File: config.mk
export PLATFORM = sky130hd
export DESIGN_NAME = pipe_rr_sched_flat
export DESIGN_NICKNAME = d
export VERILOG_FILES = /design/src/rtl/pipe_rr_sched_pkg.sv /design/src/rtl/pipe_rr_sched_if.sv /design/src/rtl/pipe_rr_sched_rr_arbiter.sv /design/src/rtl/pipe_rr_sched.sv /design/src/flat_wrapper.sv
export SDC_FILE = /design/constraint.sdc
export NUM_CORES = 1
export LEC_CHECK = 0
export ABC_AREA = 1
export CAP_MARGIN = 30
export CORE_ASPECT_RATIO = 2
export CORE_MARGIN = 5
export CORE_UTILIZATION = 35
export CTS_CLUSTER_DIAMETER = 120
export DETAILED_ROUTE_END_ITERATION = 8
export PLACE_DENSITY = 0.73
export RECOVER_POWER = 25
export SYNTH_ARGS = -nofsm -noshare
export SYNTH_HDL_FRONTEND = slang
export SYNTH_SLANG_ARGS = --single-unit
export TNS_END_PERCENT = 5
File: constraint.sdc
create_clock -name clk -period 4.19 [get_ports clk]
set_clock_uncertainty 0.2 [all_clocks]
set_input_delay 0.838 -clock clk [delete_from_list [all_inputs] [get_ports clk]]
set_output_delay 0.838 -clock clk [all_outputs]
set_load 0.01 [all_outputs]
File: src/rtl/pipe_rr_sched_pkg.sv
// Shared definitions for pipe_rr_sched: default sizes, the tag-width helper,
// the tag-pipe stage record and the operand-slice packing macro.
package pipe_rr_sched_pkg;

  localparam int DW_DEF       = 10;
  localparam int NREQ_DEF     = 4;
  localparam int PIPE_LAT_DEF = 3;

  // Widest tag the tag pipe carries (NREQ is at most 8).
  localparam int TAG_MAX_W = 3;

  // Bits needed to encode n distinct values, never less than one.
  function automatic int clog2_min1(input int n);
    int w;
    w = 0;
    for (int k = 0; k < 31; k++) begin
      if ((1 << w) < n) w++;
    end
    return (w < 1) ? 1 : w;
  endfunction

  // One tag-pipe stage: an operation in flight and the requester that owns it.
  typedef struct packed {
    logic                 valid;
    logic [TAG_MAX_W-1:0] tag;
  } tag_stage_t;

endpackage

// Part-select for requester i in a bus packed as NREQ slices of width w.
`define PRS_SLICE(i, w) ((i) * (w)) +: (w)

File: src/rtl/pipe_rr_sched_if.sv
// Requester/datapath bundle for pipe_rr_sched. The scheduler uses the slave
// modport; the requester/datapath environment uses the master modport.
interface pipe_rr_sched_if
  import pipe_rr_sched_pkg::*;
#(
  parameter int DW   = DW_DEF,
  parameter int NREQ = NREQ_DEF
);

  logic [NREQ-1:0]    req;
  logic [NREQ*DW-1:0] req_a;
  logic [NREQ*DW-1:0] req_b;
  logic [NREQ*DW-1:0] req_c;
  logic [NREQ*DW-1:0] req_d;
  logic [NREQ-1:0]    gnt;
  logic [DW-1:0]      pipe_a;
  logic [DW-1:0]      pipe_b;
  logic [DW-1:0]      pipe_c;
  logic [DW-1:0]      pipe_d;
  logic               pipe_valid;
  logic [DW-1:0]      pipe_f;
  logic [NREQ-1:0]    resp_valid;
  logic [DW-1:0]      resp_f;
  logic               busy;

  modport master (
    output req, req_a, req_b, req_c, req_d, pipe_f,
    input  gnt, pipe_a, pipe_b, pipe_c, pipe_d, pipe_valid, resp_valid, resp_f, busy
  );

  modport slave (
    input  req, req_a, req_b, req_c, req_d, pipe_f,
    output gnt, pipe_a, pipe_b, pipe_c, pipe_d, pipe_valid, resp_valid, resp_f, busy
  );

endinterface

File: src/rtl/pipe_rr_sched_rr_arbiter.sv
// Combinational arbiter: one-hot grant plus encoded winner index.
// Round-robin from ptr_i by default; with PIPE_RR_SCHED_FIXED_PRIO_EN defined
// the lowest-index request wins and the ptr_i port does not exist.
module rr_arbiter #(
  parameter int NREQ = 4,
  parameter int TW   = 2
) (
`ifndef PIPE_RR_SCHED_FIXED_PRIO_EN
  input  logic [TW-1:0]   ptr_i,
`endif
  input  logic [NREQ-1:0] req_i,
  output logic [NREQ-1:0] gnt_o,
  output logic [TW-1:0]   idx_o,
  output logic            any_o
);

  // Pick the first set request at or after the start index, wrapping at NREQ.
  always_comb begin
    int          start;
    int          j;
    logic [TW-1:0] jt;
    // NOTE: every variable gets a default before any branch so no latch is inferred.
    gnt_o = '0;
    idx_o = '0;
    any_o = 1'b0;
    j     = 0;
    jt    = '0;
`ifdef PIPE_RR_SCHED_FIXED_PRIO_EN
    start = 0;
`else
    start = int'(ptr_i);
`endif
    for (int k = 0; k < NREQ; k++) begin
      j = start + k;
      if (j >= NREQ) j = j - NREQ;
      jt = TW'(j);
      if (!any_o && req_i[jt]) begin
        any_o = 1'b1;
        idx_o = jt;
      end
    end
    if (any_o) gnt_o[idx_o] = 1'b1;
  end

endmodule

File: src/rtl/pipe_rr_sched.sv
// Shares one pipelined 4-operand datapath between NREQ requesters. Grants one
// request per cycle, registers its operands into the datapath, carries the
// requester tag down a shadow pipe matched to PIPE_LAT and returns each result
// to its owner. Define PIPE_RR_SCHED_FIXED_PRIO_EN for fixed-priority grants.
module pipe_rr_sched
  import pipe_rr_sched_pkg::*;
#(
  parameter int DW       = DW_DEF,
  parameter int NREQ     = NREQ_DEF,
  parameter int PIPE_LAT = PIPE_LAT_DEF,
  parameter int TW       = clog2_min1(NREQ)
) (
  input logic           clk,
  input logic           rst_n,
  pipe_rr_sched_if.slave bus
);

  logic [NREQ-1:0] gnt;
  logic [TW-1:0]   win_idx;
  logic            win_any;

  logic [DW-1:0]   pipe_a_q, pipe_b_q, pipe_c_q, pipe_d_q;
  logic            pipe_valid_q;
  tag_stage_t      tag_q [PIPE_LAT+1];
  logic [NREQ-1:0] resp_valid_q;
  logic [DW-1:0]   resp_f_q;
  logic            busy_c;

`ifndef PIPE_RR_SCHED_FIXED_PRIO_EN
  logic [TW-1:0]   ptr_q, ptr_d;
`endif

  rr_arbiter #(.NREQ(NREQ), .TW(TW)) u_arb (
`ifndef PIPE_RR_SCHED_FIXED_PRIO_EN
    .ptr_i (ptr_q),
`endif
    .req_i (bus.req),
    .gnt_o (gnt),
    .idx_o (win_idx),
    .any_o (win_any)
  );

`ifndef PIPE_RR_SCHED_FIXED_PRIO_EN
  // Move the pointer just past the winner, wrapping explicitly for non-power-of-2 NREQ.
  always_comb begin
    ptr_d = ptr_q;
    if (win_any) ptr_d = (int'(win_idx) == NREQ - 1) ? '0 : win_idx + 1'b1;
  end

  // Round-robin pointer register.
  always_ff @(posedge clk or negedge rst_n) begin
    if (!rst_n) ptr_q <= '0;
    else        ptr_q <= ptr_d;
  end
`endif

  // Launch the granted requester's operands into the datapath.
  always_ff @(posedge clk or negedge rst_n) begin
    if (!rst_n) begin
      pipe_a_q     <= '0;
      pipe_b_q     <= '0;
      pipe_c_q     <= '0;
      pipe_d_q     <= '0;
      pipe_valid_q <= 1'b0;
    end else begin
      // NOTE: non-blocking assignments so every register samples pre-edge values.
      pipe_valid_q <= win_any;
      if (win_any) begin
        pipe_a_q <= bus.req_a[`PRS_SLICE(win_idx, DW)];
        pipe_b_q <= bus.req_b[`PRS_SLICE(win_idx, DW)];
        pipe_c_q <= bus.req_c[`PRS_SLICE(win_idx, DW)];
        pipe_d_q <= bus.req_d[`PRS_SLICE(win_idx, DW)];
      end
    end
  end

  // Shift the tag pipe every cycle; stage 0 records this cycle's winner.
  always_ff @(posedge clk or negedge rst_n) begin
    if (!rst_n) begin
      // NOTE: this array is reset, unlike a data store, because clearing its valid bits is what drops in-flight operations.
      for (int s = 0; s <= PIPE_LAT; s++) tag_q[s] <= '0;
    end else begin
      tag_q[0] <= '{valid: win_any, tag: TAG_MAX_W'(win_idx)};
      for (int s = 1; s <= PIPE_LAT; s++) tag_q[s] <= tag_q[s-1];
    end
  end

  // Capture the datapath result for the owner named by the final tag stage.
  always_ff @(posedge clk or negedge rst_n) begin
    if (!rst_n) begin
      resp_valid_q <= '0;
      resp_f_q     <= '0;
    end else if (tag_q[PIPE_LAT].valid) begin
      resp_valid_q <= NREQ'(1) << tag_q[PIPE_LAT].tag;
      resp_f_q     <= bus.pipe_f;
    end else begin
      resp_valid_q <= '0;
    end
  end

  // Busy while anything is launching, in the tag pipe, or being returned.
  always_comb begin
    busy_c = pipe_valid_q | (|resp_valid_q);
    for (int s = 0; s <= PIPE_LAT; s++) busy_c = busy_c | tag_q[s].valid;
  end

  assign bus.gnt        = gnt;
  assign bus.pipe_a     = pipe_a_q;
  assign bus.pipe_b     = pipe_b_q;
  assign bus.pipe_c     = pipe_c_q;
  assign bus.pipe_d     = pipe_d_q;
  assign bus.pipe_valid = pipe_valid_q;
  assign bus.resp_valid = resp_valid_q;
  assign bus.resp_f     = resp_f_q;
  assign bus.busy       = busy_c;

endmodule

File: src/flat_wrapper.sv
// flat-port wrapper written by rule: the top's interface ports become plain ports
module pipe_rr_sched_flat import pipe_rr_sched_pkg::*;
#(
  parameter int DW       = DW_DEF,
  parameter int NREQ     = NREQ_DEF,
  parameter int PIPE_LAT = PIPE_LAT_DEF,
  parameter int TW       = clog2_min1(NREQ)
)
  (clk, rst_n, bus_req, bus_req_a, bus_req_b, bus_req_c, bus_req_d, bus_pipe_f, bus_gnt, bus_pipe_a, bus_pipe_b, bus_pipe_c, bus_pipe_d, bus_pipe_valid, bus_resp_valid, bus_resp_f, bus_busy);
  pipe_rr_sched_if #(.DW(DW), .NREQ(NREQ)) bus_i ();
  input logic clk;
  input logic rst_n;
  input wire logic [$bits(bus_i.req)-1:0] bus_req;
  input wire logic [$bits(bus_i.req_a)-1:0] bus_req_a;
  input wire logic [$bits(bus_i.req_b)-1:0] bus_req_b;
  input wire logic [$bits(bus_i.req_c)-1:0] bus_req_c;
  input wire logic [$bits(bus_i.req_d)-1:0] bus_req_d;
  input wire logic [$bits(bus_i.pipe_f)-1:0] bus_pipe_f;
  output wire logic [$bits(bus_i.gnt)-1:0] bus_gnt;
  output wire logic [$bits(bus_i.pipe_a)-1:0] bus_pipe_a;
  output wire logic [$bits(bus_i.pipe_b)-1:0] bus_pipe_b;
  output wire logic [$bits(bus_i.pipe_c)-1:0] bus_pipe_c;
  output wire logic [$bits(bus_i.pipe_d)-1:0] bus_pipe_d;
  output wire logic [$bits(bus_i.pipe_valid)-1:0] bus_pipe_valid;
  output wire logic [$bits(bus_i.resp_valid)-1:0] bus_resp_valid;
  output wire logic [$bits(bus_i.resp_f)-1:0] bus_resp_f;
  output wire logic [$bits(bus_i.busy)-1:0] bus_busy;
  assign bus_i.req = bus_req;
  assign bus_i.req_a = bus_req_a;
  assign bus_i.req_b = bus_req_b;
  assign bus_i.req_c = bus_req_c;
  assign bus_i.req_d = bus_req_d;
  assign bus_i.pipe_f = bus_pipe_f;
  assign bus_gnt = bus_i.gnt;
  assign bus_pipe_a = bus_i.pipe_a;
  assign bus_pipe_b = bus_i.pipe_b;
  assign bus_pipe_c = bus_i.pipe_c;
  assign bus_pipe_d = bus_i.pipe_d;
  assign bus_pipe_valid = bus_i.pipe_valid;
  assign bus_resp_valid = bus_i.resp_valid;
  assign bus_resp_f = bus_i.resp_f;
  assign bus_busy = bus_i.busy;
  pipe_rr_sched #(.DW(DW), .NREQ(NREQ), .PIPE_LAT(PIPE_LAT), .TW(TW)) u_core (.clk(clk), .rst_n(rst_n), .bus(bus_i));
endmodule
* After elaboration in Yosys (flattened, before gate mapping) *
Cells that the tools add are included.

storage, ports and cells
  flip-flop bits (word level) = 68
  input bits = 176
  output and inout bits = 60
  word-level logic and storage cells = 78

cells by class
  order comparisons = 10
  bitwise logic cells = 5
  reductions and logical operators = 8
  mux-type cells = 25
  shift operators = 5
  equality and inequality tests = 1
  multipliers = 1
  add/subtract/negate cells = 8

operators with widths
  cell                 count
  $shiftx 40x7->10     4
  $mux 2               9
  $lt 2x3->1 const B   5
  $ge 3x3->1 const B   3
  $mux 1               9
  $bmux 1 s2           4
  $mux 4               2
  $sub 2x1->2 const B  4
  $add 2x2->3 const B  2
  $mul 2x3->5 const B  1
  $or 1x1->1           5
  $logic_and 1x1->1    4
  $reduce_or 4->1      1
  $shl 1x2->4 const A  1
  $add 2x1->3 const B  1
  $ge 2x3->1 const B   1
  $logic_not 1->1      3
  $add 2x1->2 const B  1
  $demux 1 s2          1
  $eq 2x1->1 const B   1
  $ge 2x1->1 const B   1

* Depth between registers and ports, before layout *
Gate-level depths: netlist of run 1.

  depth in word-level cells = 19
  mapped depth = 17
  mapped depth without buffers = 15

* Hierarchy *
From an unflattened synthesis of run 1, not the netlist that was laid out.

unflattened totals
  cell total of the unflattened synthesis = 786
  area total of the unflattened synthesis = 4735.8 um^2

by module, submodules not included
  module         area an instance (um^2)  seq. area each (um^2)  times used  cells each
  pipe_rr_sched  4349.2                   1701.6                 1           716
  rr_arbiter     386.6                    0.0                    1           70

* Least setup slack after synthesis of run 1 *
Ideal clock, no wire load.

  kind = input to output
  start point = input bus_req[1]
  end point = output bus_gnt[0]
  setup slack = 1.101 ns
  data arrival time = 2.051 ns
  cell stages on the path = 11
  required time = 3.152 ns
  buffers on the path = 2
  path through = inv_1 > nand2_1 > nand3_1 > nand2_2 > nor2_4 > nand3_4 > nand3_2 > buf_6 > buf_6 > inv_2 > nor3_1

between the ends
  word-level cells in the longest chain between the ends = 17
  elaborated cells between the ends (all ways) = 28
  those cells by class = 2 x order compare; 19 x mux; 7 x reduce/logical

ends and longest elaborated chain
  item                                                            RTL line                        RTL
  start: declaration                                              flat_wrapper.sv:13              input wire logic [$bits(bus_i.req)-1:0] bus_req;
  $bmux 1 s2                                                      pipe_rr_sched_rr_arbiter.sv:37  if (!any_o && req_i[jt]) begin
  $mux 1 (implied by the code)                                    pipe_rr_sched_rr_arbiter.sv:37
  $mux 1                                                          pipe_rr_sched_rr_arbiter.sv:37
  $logic_not 1->1                                                 pipe_rr_sched_rr_arbiter.sv:37
  $logic_and 1x1->1                                               pipe_rr_sched_rr_arbiter.sv:37
  $mux 1                                                          pipe_rr_sched_rr_arbiter.sv:37
  $logic_not 1->1                                                 pipe_rr_sched_rr_arbiter.sv:37
  $logic_and 1x1->1                                               pipe_rr_sched_rr_arbiter.sv:37
  [... 2 more ...]                                                n/a
  $logic_and 1x1->1                                               pipe_rr_sched_rr_arbiter.sv:37
  $mux 2 (*)                                                      pipe_rr_sched_rr_arbiter.sv:37
  via u_core.u_arb.idx_o[0]                                       pipe_rr_sched_rr_arbiter.sv:13  output logic [TW-1:0] idx_o,
  $lt 2x3->1 (implied by the code) or $ge 2x1->1 (tied branches)  pipe_rr_sched_rr_arbiter.sv:42  if (any_o) gnt_o[idx_o] = 1'b1;
  $logic_and 1x1->1 (implied by the code)                         pipe_rr_sched_rr_arbiter.sv:42
  $mux 1 (implied by the code)                                    pipe_rr_sched_rr_arbiter.sv:42
  $demux 1 s2 (*)                                                 pipe_rr_sched_rr_arbiter.sv:42
  $mux 4 (*)                                                      pipe_rr_sched_rr_arbiter.sv:42
  end: declaration                                                flat_wrapper.sv:19              output wire logic [$bits(bus_i.gnt)-1:0] bus_gnt;

The timed path passes the listed nets; every way through them passes the cells marked *. The select of a mux whose other input is x is not followed.

* Final worst setup path of run 1 *
Ends and elaborated chain as after synthesis.

==> summary.txt, run 1 <==
STA
---------------------------------------------------------------------------
Fraction of the cycle the final worst path needs                     92.21%
Tightest slew margin relative to the limit                          -20.30%
Fin crit period                                                     3864 ps
Actual slew at the worst max-slew pin                               1805 ps
Worst hold-check slack                                             151.8 ps
Final Setup Violations                                                    0
Worst setup slack after layout                                     326.3 ps
Total count of hold-check failures in the final report                    0
Setup repair after global routing missed its margin                   false
F_max                                                             258.8 MHz
Number of max-slew violations in the final report                        69
Final total negative setup slack                                       0 ps

GLOBAL ROUTE
---------------------------------------------------------------------------
Maximum number of pins on one net before global-route repair             81
Global-route wire length before repair                             26650 µm
Via count of the first global-routing pass                             5057
Remaining global-route overflow                                           0
Initial antenna violation count                                           2
Global Route Usage Sum                                               21.63%

SYNTHESIS
---------------------------------------------------------------------------
Cells after synthesis                                                   709
Most instantiated flip-flop cell in the synthesis netlist           dfrtp_1
Number of warning messages in the yosys log                               0
Number of enable flip-flop cells after synthesis                          0
Average instance area after synthesis                             6.293 µm²
Net count after synthesis                                               885
Top cell types by occurrence after synthesis                   464 x nand2_1, 81 x nand4_1, 68 x dfrtp_1, 27 x clkbuf_1, 13 x inv_1
Async set-or-reset flop fraction in the synthesized netlist          100.0%
Netlist Area Pre-Place                                         0.004462 mm²
Count of distinct cell types in the synthesized netlist                  23
Most used standard cell by instance count after synthesis           nand2_1
Register bit total from synthesis                                        68
Top cell type's share of synthesized area                            39.04%
Dominant cell type by area after synthesis                          nand2_1
Biggest area contributors in the synthesized netlist           nand2_1 39%, dfrtp_1 38%, nand4_1 11%
Sequential element share of the synthesized area                     38.14%

SETUP PATH
---------------------------------------------------------------------------
Data arrival, critical path                                         2830 ps
Crit path kind                                                    in -> out
Launching element type of the critical path                    primary input
Endpoint class of the critical path                            primary output
WP data required                                                    3150 ps
Family with the most delay on the worst path                   buffers and inverters
Slowest stage cell, crit path                                  clkdlybuf4s50_1
Critical path peak fanout                                                 5
Critical path, cell by cell                                    clkdlybuf4s50_1 -> inv_1 -> nand2_1 -> nand3_1 -> nand2_2 -> clkinv_1 -> nand2_1 -> nand2_2 -> nand3_4 -> inv_2 -> nor3_1 -> clkdlybuf4s50_1
WP buf/inv                                                                5
Slowest cell delay on critical path                                  570 ps

DIE
---------------------------------------------------------------------------
Die height                                                         169.7 µm
Initial Util                                                         35.54%
Die area                                                        0.01524 mm²
Total core area                                                 0.01255 mm²
Placement row count                                                      58
Die width                                                          89.84 µm
I/O pin cnt                                                             236

FINISH
---------------------------------------------------------------------------
Layout cell share with drive strength beyond 1                       4.253%
Synthesis-to-finish area growth                                      59.62%
Count of filler cells inserted in the layout                           1213
Nets                                                                   1088

OUTCOME
---------------------------------------------------------------------------
Status                                                         finished, violations left
Violations in the final reports                                max-capacitance violations, max-slew violations

CLOCK NETWORK
---------------------------------------------------------------------------
Latest clock arrival within the worst-skew pair                      330 ps
CTS clk-pin slew, worst paths                                         60 ps
Post-CTS setup repair buffer count                                        0
Clock tree from TritonCTS                                             built
Hold buffer count at CTS                                                  0
Clock buffers created by TritonCTS                                        9
Maximum count of clock buffers along a single path                        2
Sink Count                                                               68
H-Tree Level Count                                                        3
Cell at the root of the clock tree                                clkbuf_16
Number of gates given a new drive strength after cts                      0

POWER
---------------------------------------------------------------------------
IR Drop Worst-Case VDD                                              1502 µV
Leakage component of the power                                     3.623 nW
Power per unit of standard cell area                           932.7 mW/mm²

PLACEMENT
---------------------------------------------------------------------------
HPWL Detailed                                                      11750 µm
Routability cong.                                                    0.9154
Port Buffers                                                            235
Setup WS pre-CTS                                                   343.7 ps

DETAILED ROUTING
---------------------------------------------------------------------------
WL final                                                           17070 µm
Met2 wirelength from detailed routing                               8842 µm
Detailed-route vias per instance                                      4.904
Met1 wire length                                                    6583 µm
Topmost layer with routed signal wires                                 met5
Number of remaining DRC errors                                            0
WL per Instance                                                    15.98 µm
Detailed-route via count                                               5238
Antenna Violating Nets Remaining                                          0
DR WL met3                                                          1065 µm
First-pass iteration count of the detailed router                         4
Violation count after the first detailed-routing iteration              305

MIN PATH
---------------------------------------------------------------------------
Worst hold-check path type                                       reg -> reg

FLOW RUN
---------------------------------------------------------------------------
Number of max-cap violations                                              1

-- worst register-to-register path, delay by kind of cell, from the launching register on --
kind | cells | cell delay [ps]
buf+inv | 2 | 790
flops | 1 | 580
simple gates | 13 | 1350
-- cell usage in the layout (no fill, tap or decap), types with 2 or more instances in the layout --
| master | Yosys | layout |
|---|---|---|
| nand4_1 | 81 | 81 |
| nor3_1 | 5 | 5 |
| nand2_2 | 3 | 3 |
| inv_6 | 0 | 2 |
| clkbuf_16 | 0 | 9 |
| dfrtp_1 | 68 | 68 |
| inv_1 | 13 | 13 |
| nand2_1 | 464 | 464 |
| clkdlybuf4s50_1 | 0 | 234 |
| inv_2 | 4 | 4 |
| nand3_4 | 1 | 3 |
| nand3_1 | 5 | 5 |
| clkinv_4 | 0 | 2 |
| nor4_1 | 2 | 2 |
| buf_4 | 1 | 10 |
-- stage by stage --
stage	utilization [%]	cell area (µm²)	power, mW	std cells
after detailed placement	54.27	6813	5.895	1051
after global routing	56.71	7119	7.350	1067
after CTS	56.73	7122	6.729	1067
after global placement	54.27	6813	5.829	1051
after floorplan	-	4462	4.460	709
final	56.73	7122	6.642	1068
-- worst paths after layout --
check | from | to | slack (ps) | cells after the start
worst min-delay path | u_core.tag_q[8] | u_core.tag_q[4] | 150 | 0
worst max-delay path | bus_req[1] | bus_gnt[0] | 330 | 12
min in group asynchronous | rst_n | u_core.bus.pipe_b[9] | 770 | 1
max in group asynchronous | rst_n | u_core.ptr_q[0] | 1930 | 1
worst min register to register | u_core.tag_q[8] | u_core.tag_q[4] | 150 | 0
worst max register to register | u_core.ptr_q[0] | u_core.bus.pipe_c[4] | 1190 | 15
-- state kept, by name, indices dropped and copies added, names as in the netlist --
signal                 flops
u_core.bus.pipe_a         10
u_core.ptr_q               2
u_core.bus.pipe_d         10
u_core.bus.pipe_c         10
u_core.tag_q              11
u_core.bus.pipe_b         10
u_core.bus.resp_f         10
u_core.bus.pipe_valid      1
u_core.bus.resp_valid      4
-- report_power, final --
group          leakage [nW]  total (mW)  switching, mW  internal [mW]
clock network         0.149       0.791          0.320          0.471
logic                  2.66        4.63           2.90           1.73
registers             0.815        1.22          0.196           1.02
-- area by class of cell --
cell class	instances	area, µm²	area share [%]
well taps	150	187.7	2.635
clock buffers	9	225.2	3.162
multi-input cells	570	2431	34.14
repair buffers	245	2422	34.01
diodes	1	2.502	0.03514
inverters	18	67.56	0.9487
clock inverters	7	83.83	1.177
flip-flops and latches	68	1702	23.89
-- routing by layer --
| layer | track usage (%) | up-vias |
|---|---|---|
| li1 | - | 2672 |
| met1 | 25.01 | 2355 |
| met2 | 37.53 | 173 |
| met3 | 5.280 | 34 |
| met4 | 9.539 | 4 |
| met5 | 0 | - |
-- logic make-up after synthesis --
family	after synthesis	share of synthesized area [%]
AOI/OAI and AO/OA	4	0.5327
and+or+nand+nor	566	53.62
DFF	68	38.14
buffers and inverters	71	7.712
Note: power is estimated with default switching activity, not from simulation.
==> inputs of run 2 (changes only) <==
CTS_CLUSTER_SIZE = 40   (was not set)
==> results of run 2 <==
No change in the layout: final DEF, timing and power equal those of run 1.
==> edit (settings of run 2) <==
Change the package constant `PIPE_LAT_DEF` from 3 to 2.
--- a/src/rtl/pipe_rr_sched_pkg.sv
+++ b/src/rtl/pipe_rr_sched_pkg.sv
@@ -4,7 +4,7 @@
 
   localparam int DW_DEF       = 10;
   localparam int NREQ_DEF     = 4;
-  localparam int PIPE_LAT_DEF = 3;
+  localparam int PIPE_LAT_DEF = 2;
 
   // Widest tag the tag pipe carries (NREQ is at most 8).
   localparam int TAG_MAX_W = 3;
Function: changed (Yosys sat finds a counterexample within 10 cycles, from zero or initial values and one cycle with rst_n low).
==> edit against run 2 <==
  * The run still ends with capacitance limit, slew limit left
  * Final area shrank 1.1%
  * Routed wire length is 6.0% lower
  * Synthesized area down 1.7%
  * Sequential cell count down 3
  * Worst setup slack got worse by 160 ps
  * Count of clock-buffer cells in the layout did not move
  * Global-route usage shrank 1.1 points
  * Sequential power is 3% lower
  * Total power is 0.10% lower
  * Sequential share of layout area is 0.80 points lower
  * Core utilization hardly changed
  * Largest cell class unchanged
==> edit: results (changes against run 2) <==
status=finished, violations left; failing checks=capacitance limit, slew limit; H-Tree Depth=3 (unchanged); placed wire-length estimate=11.3 mm (-3.6%); VDD IR max=1.28 mV (-15%); Hold Crit Class=reg2reg; Iter 0 DRT Violations=203 (-33%); Data arrival, critical path=2980 ps (+150 ps); layout cells sized above 1=4.46% (+0.20 points); number of global-route vias before repair=4,938 (-2.4%); CP max stage delay=530 ps (-40 ps); Inserted Clock Buffers=9 (unchanged); maxcap violations=1 (unchanged); CP top delay family=buffers and inverters; All-Layer GR Usage=20.5% (-1.1 points); Slowest cell on crit path=clkdlybuf4s50_1; setup repair bufs after CTS=0 (unchanged); clock root buffer=clkbuf_16; Area contributors post-synth=nand2_1 40%, dfrtp_1 37%, nand4_1 11%, buf_6 1.8%, clkbuf_1 1.8%; Seq/Total Area, Yosys=37.1% (-1.0 points); Reg2Reg Capture Point=u_core.bus.pipe_b[9]; CP Launch Point=bus_req[1]; Setup crit end=bus_gnt[2]; Syn Nets=887 (+0.23%); largest net degree at the start of global routing=88 (+8.6%); pwr dens=942 nW/um^2 (+1.0%); initial antenna violation count=0 (-2); Slew @ Worst Pin=1630 ps (-178 ps); Critical Path Fanout Max=21 (+16); RD Place Congestion=0.923 (+0.84%); IO Port Bufs=235 (unchanged); Synth top cells by count=470 x nand2_1, 80 x nand4_1, 65 x dfrtp_1; antenna diode count=0 (-1); fin nets=1,091 (+0.28%); post-synth cell types=20 (-13%); worst r2r src=u_core.ptr_q[0]; Reg2Reg Setup Slack=1240 ps (+50 ps); fin. max-slew vios=66 (-4.3%); leakage power=3.59 nW (-0.80%); global-route wire length before repair=24.4 mm (-8.4%); Initial DRT Pass Iterations=6 (+2); Vias=5,329 (+1.7%); WL final=16.0 mm (-6.0%); post_cts resized=0 (unchanged); CTS Buffer Depth=2 (unchanged); Synth Flop Type=dfrtp_1
[edit: worst min path at each step]
stage	slack, ps	cells past startpoint	endpoint	from
2_1_floorplan	130	0	u_core.tag_q[0]	u_core.tag_q[4]
3_3_place_gp	130	0	u_core.tag_q[1]	u_core.tag_q[5]
3_5_place_dp	140	0	u_core.tag_q[5]	u_core.tag_q[9]
4_1_cts	150	0	u_core.tag_q[1]	u_core.tag_q[5]
5_1_grt	150	0	u_core.tag_q[5]	u_core.tag_q[9]
6_report	150	0	u_core.tag_q[1]	u_core.tag_q[5]
[edit: cell families after synthesis]
group	after synthesis	share of synthesized area, %
flops	65	37.1
simple gates	572	54.7
buf+inv	71	7.85
compound gates	3	0.342
[edit: final cells by class]
type	instances	area, um^2
Timing Repair Buffer	246	2430
Clock buffer	9	225
Sequential cell	65	1630
Multi-Input combinational cell	575	2430
Tap cell	150	188
Clock inverter	7	77.6
Fill cell	1229	5370
Inverter	18	67.6
[edit: report_power, final]
| group | total (mW) | internal (mW) | switching [mW] |
|---|---|---|---|
| registers | 1.18 | 0.984 | 0.194 |
| logic | 4.70 | 1.76 | 2.94 |
| clock network | 0.756 | 0.465 | 0.291 |
| total | 6.64 | 3.21 | 3.43 |
[edit: stage by stage]
stage	total power, mW	setup WS, ps	util (%)	std cells	cell area (um^2)
after detailed placement	5.90	204	54.3	1054	6740
after floorplan	4.44	1070	-	711	4390
final	6.64	168	56.8	1070	7040
after global placement	5.83	270	54.3	1054	6740
after global routing	7.35	23.2	56.8	1070	7040
after CTS	6.69	193	56.8	1070	7050
[edit: layer usage]
metal / vias up / global-route usage (%) / wire, um
li1: 2671 / - / -
met2: 255 / 33.7 / 7600
met4: 0 / 6.42 / 299
met1: 2380 / 25.3 / 6430
met3: 23 / 6.27 / 1720
met5: - / 0 / 0
